===== src/rtl/seg_pkg.sv =====
// rtl/seg_pkg.sv - shared types and constants for the 7-segment scan controller
package seg_pkg;

    typedef enum logic {
        ST_GUARD = 1'b0,
        ST_DRIVE = 1'b1
    } seg_state_e;

    localparam int DIGIT_W    = 4;
    localparam int MAX_DIGITS = 8;
    localparam logic [MAX_DIGITS-1:0] BLANK_AN = '1;

endpackage


===== src/rtl/seg_tick_gen.sv =====
// rtl/seg_tick_gen.sv - per-slot prescaler; flags end of guard, cycle before slot end, and slot end
module seg_tick_gen #(
    parameter int CLK_DIV = 100000,
    parameter int GUARD   = 16
) (
    input  logic clk,
    input  logic rst,
    output logic guard_done,
    output logic slot_pre_end,
    output logic slot_end
);

    localparam int CW = $clog2(CLK_DIV);

    logic [CW-1:0] cnt;

    always_ff @(posedge clk) begin
        if (rst) begin
            cnt <= '0;
        end else if (cnt == CW'(CLK_DIV - 1)) begin
            cnt <= '0;
        end else begin
            cnt <= cnt + CW'(1);
        end
    end

    assign guard_done   = (cnt == CW'(GUARD - 1));
    assign slot_pre_end = (cnt == CW'(CLK_DIV - 2));
    assign slot_end     = (cnt == CW'(CLK_DIV - 1));

endmodule


===== src/rtl/seg_scan_ctrl.sv =====
// rtl/seg_scan_ctrl.sv - double-buffered multiplexed 7-segment scan controller
// Optional leading-zero blanking when LEADING_ZERO_BLANK_EN is defined.
module seg_scan_ctrl
    import seg_pkg::*;
#(
    parameter int DIGITS  = 4,
    parameter int CLK_DIV = 100000,
    parameter int GUARD   = 16
) (
    input  logic                  clk,
    input  logic                  rst,
    input  logic                  load,
    input  logic [4*DIGITS-1:0]   value,
    input  logic [DIGITS-1:0]     dp_mask,
    output logic                  ready,
    output logic [3:0]            digit_n,
    output logic [DIGITS-1:0]     an,
    output logic                  dp,
    output logic                  frame_tick
);

    localparam int IW = $clog2(DIGITS);

    seg_state_e                state;
    logic [IW-1:0]             idx;
    logic [IW-1:0]             idx_nxt;
    logic [DIGIT_W*DIGITS-1:0] act_digits;
    logic [DIGIT_W*DIGITS-1:0] act_digits_nxt;
    logic [DIGIT_W*DIGITS-1:0] pend_digits;
    logic [DIGITS-1:0]         act_dp;
    logic [DIGITS-1:0]         pend_dp;
    logic                      pending;
    logic                      commit;
    logic [DIGITS-1:0]         blank;
    logic [DIGITS-1:0]         drive_an;
    logic [DIGIT_W-1:0]        code_nxt;
    logic                      guard_done;
    logic                      slot_pre_end;
    logic                      slot_end;

    seg_tick_gen #(
        .CLK_DIV (CLK_DIV),
        .GUARD   (GUARD)
    ) u_tick (
        .clk          (clk),
        .rst          (rst),
        .guard_done   (guard_done),
        .slot_pre_end (slot_pre_end),
        .slot_end     (slot_end)
    );

`ifdef LEADING_ZERO_BLANK_EN
    logic hi_zero;

    // A digit is blanked when it and every more significant digit are zero.
    always_comb begin
        blank   = '0;
        hi_zero = 1'b1;
        for (int i = DIGITS - 1; i > 0; i--) begin
            hi_zero  = hi_zero && (act_digits[i*DIGIT_W +: DIGIT_W] == '0);
            blank[i] = hi_zero;
        end
    end
`else
    assign blank = '0;
`endif

    // digit_n follows the buffer and index that will be in effect after this edge.
    always_comb begin
        commit         = frame_tick && pending;
        act_digits_nxt = commit ? pend_digits : act_digits;
        idx_nxt        = idx;
        if (state == ST_DRIVE && slot_end) begin
            idx_nxt = (idx == IW'(DIGITS - 1)) ? '0 : idx + IW'(1);
        end
        code_nxt      = act_digits_nxt[int'(idx_nxt)*DIGIT_W +: DIGIT_W];
        drive_an      = BLANK_AN[DIGITS-1:0];
        drive_an[idx] = blank[idx];
    end

    assign ready = !pending;

    always_ff @(posedge clk) begin
        if (rst) begin
            state       <= ST_GUARD;
            idx         <= '0;
            act_digits  <= '0;
            act_dp      <= '0;
            pend_digits <= '0;
            pend_dp     <= '0;
            pending     <= 1'b0;
            an          <= BLANK_AN[DIGITS-1:0];
            dp          <= 1'b1;
            digit_n     <= '0;
            frame_tick  <= 1'b0;
        end else begin
            frame_tick <= (state == ST_DRIVE) && slot_pre_end && (idx == IW'(DIGITS - 1));
            digit_n    <= code_nxt;

            if (commit) begin
                act_digits <= pend_digits;
                act_dp     <= pend_dp;
                pending    <= 1'b0;
            end else if (load && !pending) begin
                pend_digits <= value;
                pend_dp     <= dp_mask;
                pending     <= 1'b1;
            end

            case (state)
                ST_GUARD: begin
                    an <= BLANK_AN[DIGITS-1:0];
                    dp <= 1'b1;
                    if (guard_done) begin
                        state <= ST_DRIVE;
                        an    <= drive_an;
                        dp    <= ~act_dp[idx];
                    end
                end
                ST_DRIVE: begin
                    if (slot_end) begin
                        state <= ST_GUARD;
                        an    <= BLANK_AN[DIGITS-1:0];
                        dp    <= 1'b1;
                        idx   <= idx_nxt;
                    end
                end
                default: state <= ST_GUARD;
            endcase
        end
    end

endmodule


===== config.mk =====
export PLATFORM = sky130hd
export DESIGN_NAME = seg_scan_ctrl
export DESIGN_NICKNAME = d
export VERILOG_FILES = /design/src/rtl/seg_pkg.sv /design/src/rtl/seg_tick_gen.sv /design/src/rtl/seg_scan_ctrl.sv
export SDC_FILE = /design/constraint.sdc
export NUM_CORES = 1
export LEC_CHECK = 0
export BUFFER_PORTS_ARGS = -buffer_cell sky130_fd_sc_hd__buf_2
export CAP_MARGIN = 25
export CORE_MARGIN = 5
export CORE_UTILIZATION = 61
export CTS_BUF_LIST = sky130_fd_sc_hd__clkbuf_4 sky130_fd_sc_hd__clkbuf_8 sky130_fd_sc_hd__clkbuf_16
export CTS_CLUSTER_DIAMETER = 100
export DETAILED_ROUTE_END_ITERATION = 10
export PLACE_DENSITY_LB_ADDON = 0.12
export SYNTH_ARGS = -nofsm -noshare
export SYNTH_HDL_FRONTEND = slang
export SYNTH_SLANG_ARGS = --single-unit

===== constraint.sdc =====
create_clock -name clk -period 5.1 [get_ports clk]
set_clock_uncertainty 0.15 [all_clocks]
set_input_delay 0 -clock clk [delete_from_list [all_inputs] [get_ports clk]]
set_output_delay 0 -clock clk [all_outputs]
set_load 0.03 [all_outputs]

==> metrics.txt, run 1 <==
total of endpoints with negative setup slack in the final report=0; initial cell density of the core=0.624; Worst Path Arrival=about 2.9 ns; hold slack=slightly below 0.04 ns; mean post-synth cell area=a little under 9 um^2; Vias/cell=between 5 and 6; count of antenna-violating nets left after detailed routing=0; reported max-cap violation count=0; full die area=0.00673 mm^2; most instantiated library cell after synthesis=sky130_fd_sc_hd__nand2_1; # H-tree levels=3; number of global-route vias before repair=2592; power per unit of standard cell area=around 290 mW/mm^2; headroom to the max-slew limit=0.356; sum of net half-perimeters after detailed placement=4670 um; warnings from Yosys=0; setup repair after global routing missed its margin=no; worst r2r src=u_tick.cnt[0]$_SDFF_PP0_; vias after detailed routing=2641; Final period util=0.537; Yosys top cell area share=0.449; number of enable-type register cells in the synthesized netlist=0; CORE AREA=~0.0051 mm^2; run status=completed; required time worst endpoint=between 5 and 6 ns; share of cells above drive strength 1=0.170; maximum clock frequency=between 300 and 400 MHz; First-pass DRT Iterations=5; pin count of the biggest net entering global routing=51; Main synth FF type=sky130_fd_sc_hd__dfxtp_1; number of synthesized register bits=between 70 and 80; final critical delay including setup and external delays=2.74 ns; number of antenna violations at the first check in global routing=0; Routed WL=6850 um; clock tree root buffer cell=sky130_fd_sc_hd__clkbuf_8; worst slew pin tran=~0.96 ns; Min-Delay Path Class=in2reg; number of diodes=0; overflow left after global routing=0; peak supply drop=~0.22 mV; end of the critical path=an[2]$_SDFFE_PP1P_; row cnt=26; Worst-Skew Late Latency=around 0.35 ns; Filler Cell Count=between 400 and 500; drt first-iter violations=150; final hold violation count=0; Critical Path End Type=flop; largest cells by area after synthesis=sky130_fd_sc_hd__dfxtp_1 45%, sky130_fd_sc_hd__nand2_1 11%, sky130_fd_sc_hd__a21oi_1 6.6%, sky130_fd_sc_hd__mux4_2 5.0%, sky130_fd_sc_hd__nor2_1 2.8%; syn_nets=a little under 400; number of CTS-inserted buffers=9; startpoint of the worst setup timing path=u_tick.cnt[0]$_SDFF_PP0_; Nets=442; global router's overall resource usage=0.231; # DRC=0; Post-CTS Setup Inserts=0; Reg clk slew, reported paths=~0.080 ns; P_leak=between 0.001 and 0.0015 uW; deepest clock path buffer count=2; Worst Setup Start Kind=flop; highest fanout seen on the critical path=11; die span in x=roughly 82 um; Buffers on Ports=33; reg-to-reg setup timing slack=2.36 ns; worst reg-to-reg path cell count=6; total negative slack=0 ns; wire length of the first global-routing pass=11700 um; # IOs=34; Max Slew Vio Count=0; count of distinct cell types in the synthesized netlist=47; Vert. Die Dim=82.0 um; top cell types by occurrence after synthesis=89 x sky130_fd_sc_hd__nand2_1, 71 x sky130_fd_sc_hd__dfxtp_1, 42 x sky130_fd_sc_hd__a21oi_1; number of resized instances in the post-cts repair step=0; netlist area before placement=0.00317 mm^2; clock tree from TritonCTS=yes; fraction of synthesis flops using an asynchronous set or reset pin=0; sequential share of the synthesized area=0.449; endpoint of the lowest-slack register-to-register path=an[2]$_SDFFE_PP1P_; weighted congestion at the end of routability-driven global placement=between 0.8 and 0.9; overall power=roughly 1100 uW; cells after synthesis=366; synthesis-to-finish area growth=18.9%; TritonCTS sink count=around 70; worst setup path category=reg2reg; cell taking the most area after synthesis=sky130_fd_sc_hd__dfxtp_1; mean routed wirelength per cell=about 14 um
==> placed cells by master, fill, tap and decap left out, types with 4 or more instances in the layout <==
cell and n:
sky130_fd_sc_hd__inv_1 5, sky130_fd_sc_hd__nand4_1 5, sky130_fd_sc_hd__xnor2_1 5, sky130_fd_sc_hd__nor2_1 24, sky130_fd_sc_hd__dfxtp_1 71, sky130_fd_sc_hd__xor2_1 9
sky130_fd_sc_hd__mux4_2 7, sky130_fd_sc_hd__dlygate4sd3_1 20, sky130_fd_sc_hd__and2_1 6, sky130_fd_sc_hd__nor3_1 5, sky130_fd_sc_hd__o21ai_0 12, sky130_fd_sc_hd__buf_2 33
sky130_fd_sc_hd__nand2_1 89, sky130_fd_sc_hd__and3_1 6, sky130_fd_sc_hd__ha_1 6, sky130_fd_sc_hd__nand3_1 5, sky130_fd_sc_hd__a21oi_1 42, sky130_fd_sc_hd__and4_1 4
sky130_fd_sc_hd__clkbuf_8 11, sky130_fd_sc_hd__mux2i_1 7, sky130_fd_sc_hd__a211oi_1 8
==> kinds of logic after synthesis <==
kind of cell | after synthesis | synth area share
compound gates | 74 | 0.134
xor+xnor | 14 | 0.0387
fa+ha+maj | 6 | 0.0237
buf+inv | 25 | 0.0352
flops | 71 | 0.449
mux | 14 | 0.0719
simple gates | 162 | 0.247
==> worst min path at each step <==
stage	from	end	slack (ns)	cells after the start
2_1_floorplan	rst	act_digits[8]$_SDFF_PP0_	-0.07	1
3_3_place_gp	value[12]	pend_digits[12]$_SDFFE_PP0P_	0.09	3
3_5_place_dp	value[9]	pend_digits[9]$_SDFFE_PP0P_	0.1	3
4_1_cts	load	pend_digits[3]$_SDFFE_PP0P_	0.03	4
5_1_grt	load	pend_digits[3]$_SDFFE_PP0P_	0.05	4
6_report	load	pend_digits[3]$_SDFFE_PP0P_	0.04	4
==> registers in the layout, indices dropped and copies added (netlist names), 2 cells and up <==
signal       cells
u_tick.cnt      17
act_digits      16
idx              2
pend_dp          4
act_dp           4
an               4
digit_n          4
pend_digits     16
==> cell type report <==
class	count	area, um^2	area share
Clock buffer	11	151	0.0402
Inverter	5	18.8	0.00499
Timing Repair Buffer	56	395	0.105
Tap cell	70	87.6	0.0233
Clock inverter	5	56.3	0.0150
Multi-Input combinational cell	270	1630	0.434
Sequential cell	71	1420	0.378
==> per-stage QoR <==
| step | area (um^2) | std cells | setup WS [ns] | utilization |
|---|---|---|---|---|
| finish | 3760 | 488 | 2.36 | 0.742 |
| global placement | 3330 | 450 | 2.57 | 0.657 |
| detailed placement | 3330 | 450 | 2.40 | 0.657 |
| floorplan | 3170 | 366 | 3.01 | - |
| global route | 3760 | 488 | 2.02 | 0.742 |
| CTS | 3740 | 486 | 2.38 | 0.737 |
==> worst max-delay path, stage by stage (launching register included) <==
cell and delay (ns):
sky130_fd_sc_hd__dfxtp_1 0.43, sky130_fd_sc_hd__ha_1 0.23, sky130_fd_sc_hd__and4_1 0.35, sky130_fd_sc_hd__nand3_2 0.21, sky130_fd_sc_hd__o21ai_0 0.80, sky130_fd_sc_hd__a21oi_1 0.31, sky130_fd_sc_hd__o21ai_0 0.17
==> routing by layer <==
layer  up-vias  track usage  routed length (um)
met4         0       0.0764                 110
met1      1218        0.279                3040
li1       1360            -                   -
met3        11       0.0702                 307
met5         -            0                   0
met2        52        0.389                3390
==> power breakdown <==
group | internal (uW) | leakage (uW) | switching, uW
Combinational | 27.8 | 0.000746 | 29.4
Clock | 251 | 0.000105 | 207
Sequential | 566 | 0.000576 | 11.3
==> timing repair <==
| action | 4_1_cts | 5_1_grt |
|---|---|---|
| hold buffers | 20 | 0 |
| endpoints found under the hold margin | 20 | 0 |
| endpoints found under the setup margin | 0 | 0 |
Power figures use the tool's default switching activity.
==> run 2: changes to the inputs <==
Settings changed: CORE_UTILIZATION 61 to 58.
Clock period 5.1 ns to 2.55 ns, I/O delays scaled along.
==> run 2 against run 1 <==
Compared with the run above:
- die area increased by 4.5%
- first-iteration DRC count decreased by 11%
- count of clock-buffer cells in the layout unchanged
- sequential cell count unchanged
- highest routed layer unchanged
==> metrics.txt, run 2 (synthesis gave the netlist of run 1 again) <==
met3 Usage GRT=0.0434 (-0.0267); Cells on Worst Hold Path=4 (unchanged); highest fanout seen on the critical path=9 (-2); synthesis-to-finish area growth=22.1%; maximum clock frequency=439 MHz (+20%); number of global-route vias before repair=2617 (+0.96%); # IOs=34 (unchanged); switching part of the total power=0.215 (-0.0123); First-pass DRT Iterations=4 (-1); endpoint of the lowest-slack register-to-register path=digit_n[0]$_SDFF_PP0_; largest reg by FF count=u_tick.cnt; Critical Path End Type=flop; number of antenna violations at the first check in global routing=0 (unchanged); total of endpoints with negative setup slack in the final report=0 (unchanged); Cells after DPL=459 (+2.0%); CORE AREA=0.00520 mm^2 (+2.6%); startpoint of the worst setup timing path=u_tick.cnt[0]$_SDFF_PP0_; share of cells above drive strength 1=0.179 (+0.00963); number of resized instances in the post-cts repair step=0 (unchanged); worst setup path category=reg2reg; pin count of the biggest net entering global routing=28 (-45%); clock tree from TritonCTS=yes; Vert. Die Dim=83.9 um (+2.2%); met1 routing resource usage after global routing=0.271 (-0.00766); # H-tree levels=3 (unchanged); # DRC=0 (unchanged); wire length of the first global-routing pass=12100 um (+2.9%); mean routed wirelength per cell=13.7 um (-2.5%); die span in x=83.9 um (+2.2%); final critical delay including setup and external delays=2.28 ns (-0.462 ns); power spent charging and discharging nets=485 uW (+95%); Worst Path Arrival=2.34 ns (-0.51 ns); fin worst setup slack=0.274 ns (-2.09 ns); clock tree root buffer cell=sky130_fd_sc_hd__clkbuf_8; Comb power frac=0.054 (+0.002); number of CTS-inserted buffers=9 (unchanged); launch instance of the worst min-delay path=load; drt first-iter violations=134 (-11%); global routing's busiest layer=met2; final hold violation count=0 (unchanged); Final period util=0.893 (+0.356); Routed WL=6830 um (-0.26%); vias after detailed routing=2716 (+2.8%); P_leak=0.00149 uW (+4.7%); row cnt=26 (unchanged); Max Slew Vio Count=0 (unchanged); largest registers in the final layout=u_tick.cnt: 17 flops, act_digits: 16 flops, pend_digits: 16 flops; peak supply drop=0.525 mV (+140%); Nets=454 (+2.7%); reg-to-reg setup timing slack=0.27 ns (-2.09 ns); Min-Delay Path Class=in2reg; total negative slack=0 ns (unchanged); top library cells by usage in the layout, fill and taps aside=89 x sky130_fd_sc_hd__nand2_1, 71 x sky130_fd_sc_hd__dfxtp_1, 42 x sky130_fd_sc_hd__a21oi_1; count of antenna-violating nets left after detailed routing=0 (unchanged); initial cell density of the core=0.608 (-0.0156); hold slack=0.0438 ns (+0.00405 ns); Post-Route Utilization=0.743 (+0.00117); setup repair after global routing missed its margin=no; power per unit of standard cell area=584 mW/mm^2 (+100%); met2 routing resource usage after global routing=0.335 (-0.0546); worst r2r src=u_tick.cnt[0]$_SDFF_PP0_; max reg flops=17 (unchanged); deepest clock path buffer count=2 (unchanged); end point of the most critical hold path=pend_digits[12]$_SDFFE_PP0P_; worst reg-to-reg path cell count=6 (unchanged); Buffers on Ports=33 (unchanged); internal portion of total power=1770 uW (+110%); Post-CTS Setup Inserts=0 (unchanged); worst slew pin tran=0.670 ns (-0.286 ns); overflow left after global routing=0 (unchanged); final instance count without filler cells=499 (+2.3%); leading cell type in the layout, fill and taps excluded=sky130_fd_sc_hd__nand2_1; headroom to the max-slew limit=0.552 (+0.196); Reg clk slew, reported paths=0.07 ns (about the same); required time worst endpoint=2.62 ns (-2.59 ns); Vias/cell=5.44 (+0.57%); Worst-Skew Late Latency=0.34 ns (about the same); clock network power share=0.435 (+0.015); run status=completed; sum of net half-perimeters after detailed placement=4710 um (+0.87%); global router's overall resource usage=0.207 (-0.0232); worst slack, placed=0.304 ns (-2.10 ns); portion of total power attributed to sequential cells=0.511 (-0.017); weighted congestion at the end of routability-driven global placement=0.913 (+6.3%); number of diodes=0 (unchanged); Worst Setup Start Kind=flop; reported max-cap violation count=0 (unchanged); full die area=0.00704 mm^2 (+4.5%); number of buffers inserted by hold repair at cts=25 (+25%); TritonCTS sink count=71 (unchanged)
-- run 2: cell types whose count changed in the layout (fill, tap and decap cells not counted), sizes merged --
| cell | before | now |
|---|---|---|
| dlygate4sd3 | 20 | 25 |
| buf | 36 | 43 |
| bufinv | 1 | 2 |
| clkinvlp | 1 | 0 |
| clkinv | 3 | 2 |
-- run 2: power groups by stage --
stage | clock (uW) | combinational [uW] | sequential [uW]
floorplan | 0 | 60.0 | 1170
detailed placement | 0 | 91.3 | 1180
global route | 1050 | 136 | 1160
CTS | 999 | 121 | 1160
finish | 982 | 122 | 1160
global placement | 0 | 89.0 | 1180
-- run 2: routing by layer --
layer	up-vias	wire length, um
li1	1389	-
met1	1265	3230
met2	54	3240
met3	8	274
met4	0	77
met5	-	0
-- run 2: cell type report --
| cell class | count | area (um^2) |
|---|---|---|
| Clock buffer | 11 | 145 |
| Sequential cell | 71 | 1420 |
| Multi-Input combinational cell | 270 | 1630 |
| Fill cell | 406 | 1340 |
| Clock inverter | 4 | 70.1 |
| Tap cell | 70 | 87.6 |
| Timing Repair Buffer | 68 | 490 |
| Inverter | 5 | 18.8 |
-- run 2: how the worst max path moves through the flow --
stage | endpoint | depth (start not counted)
2_1_floorplan | digit_n[0]$_SDFF_PP0_ | 7
5_1_grt | digit_n[0]$_SDFF_PP0_ | 6
6_report | digit_n[0]$_SDFF_PP0_ | 6
3_5_place_dp | digit_n[0]$_SDFF_PP0_ | 6
4_1_cts | digit_n[0]$_SDFF_PP0_ | 6
3_3_place_gp | digit_n[0]$_SDFF_PP0_ | 6
-- run 2: worst max-delay path, stage by stage, from the launching register on --
cell and delay [ns]:
sky130_fd_sc_hd__dfxtp_1 0.44, sky130_fd_sc_hd__ha_1 0.24, sky130_fd_sc_hd__and4_1 0.33, sky130_fd_sc_hd__nand3_2 0.19, sky130_fd_sc_hd__or3_2 0.52, sky130_fd_sc_hd__a32oi_1 0.21, sky130_fd_sc_hd__a32oi_1 0.08
-- run 2: stage by stage --
stage	instance area, um^2	total power, uW
final	3870	2260
after global routing	3870	2340
after floorplan	3170	1230
after detailed placement	3400	1270
after CTS	3870	2270
after global placement	3400	1270
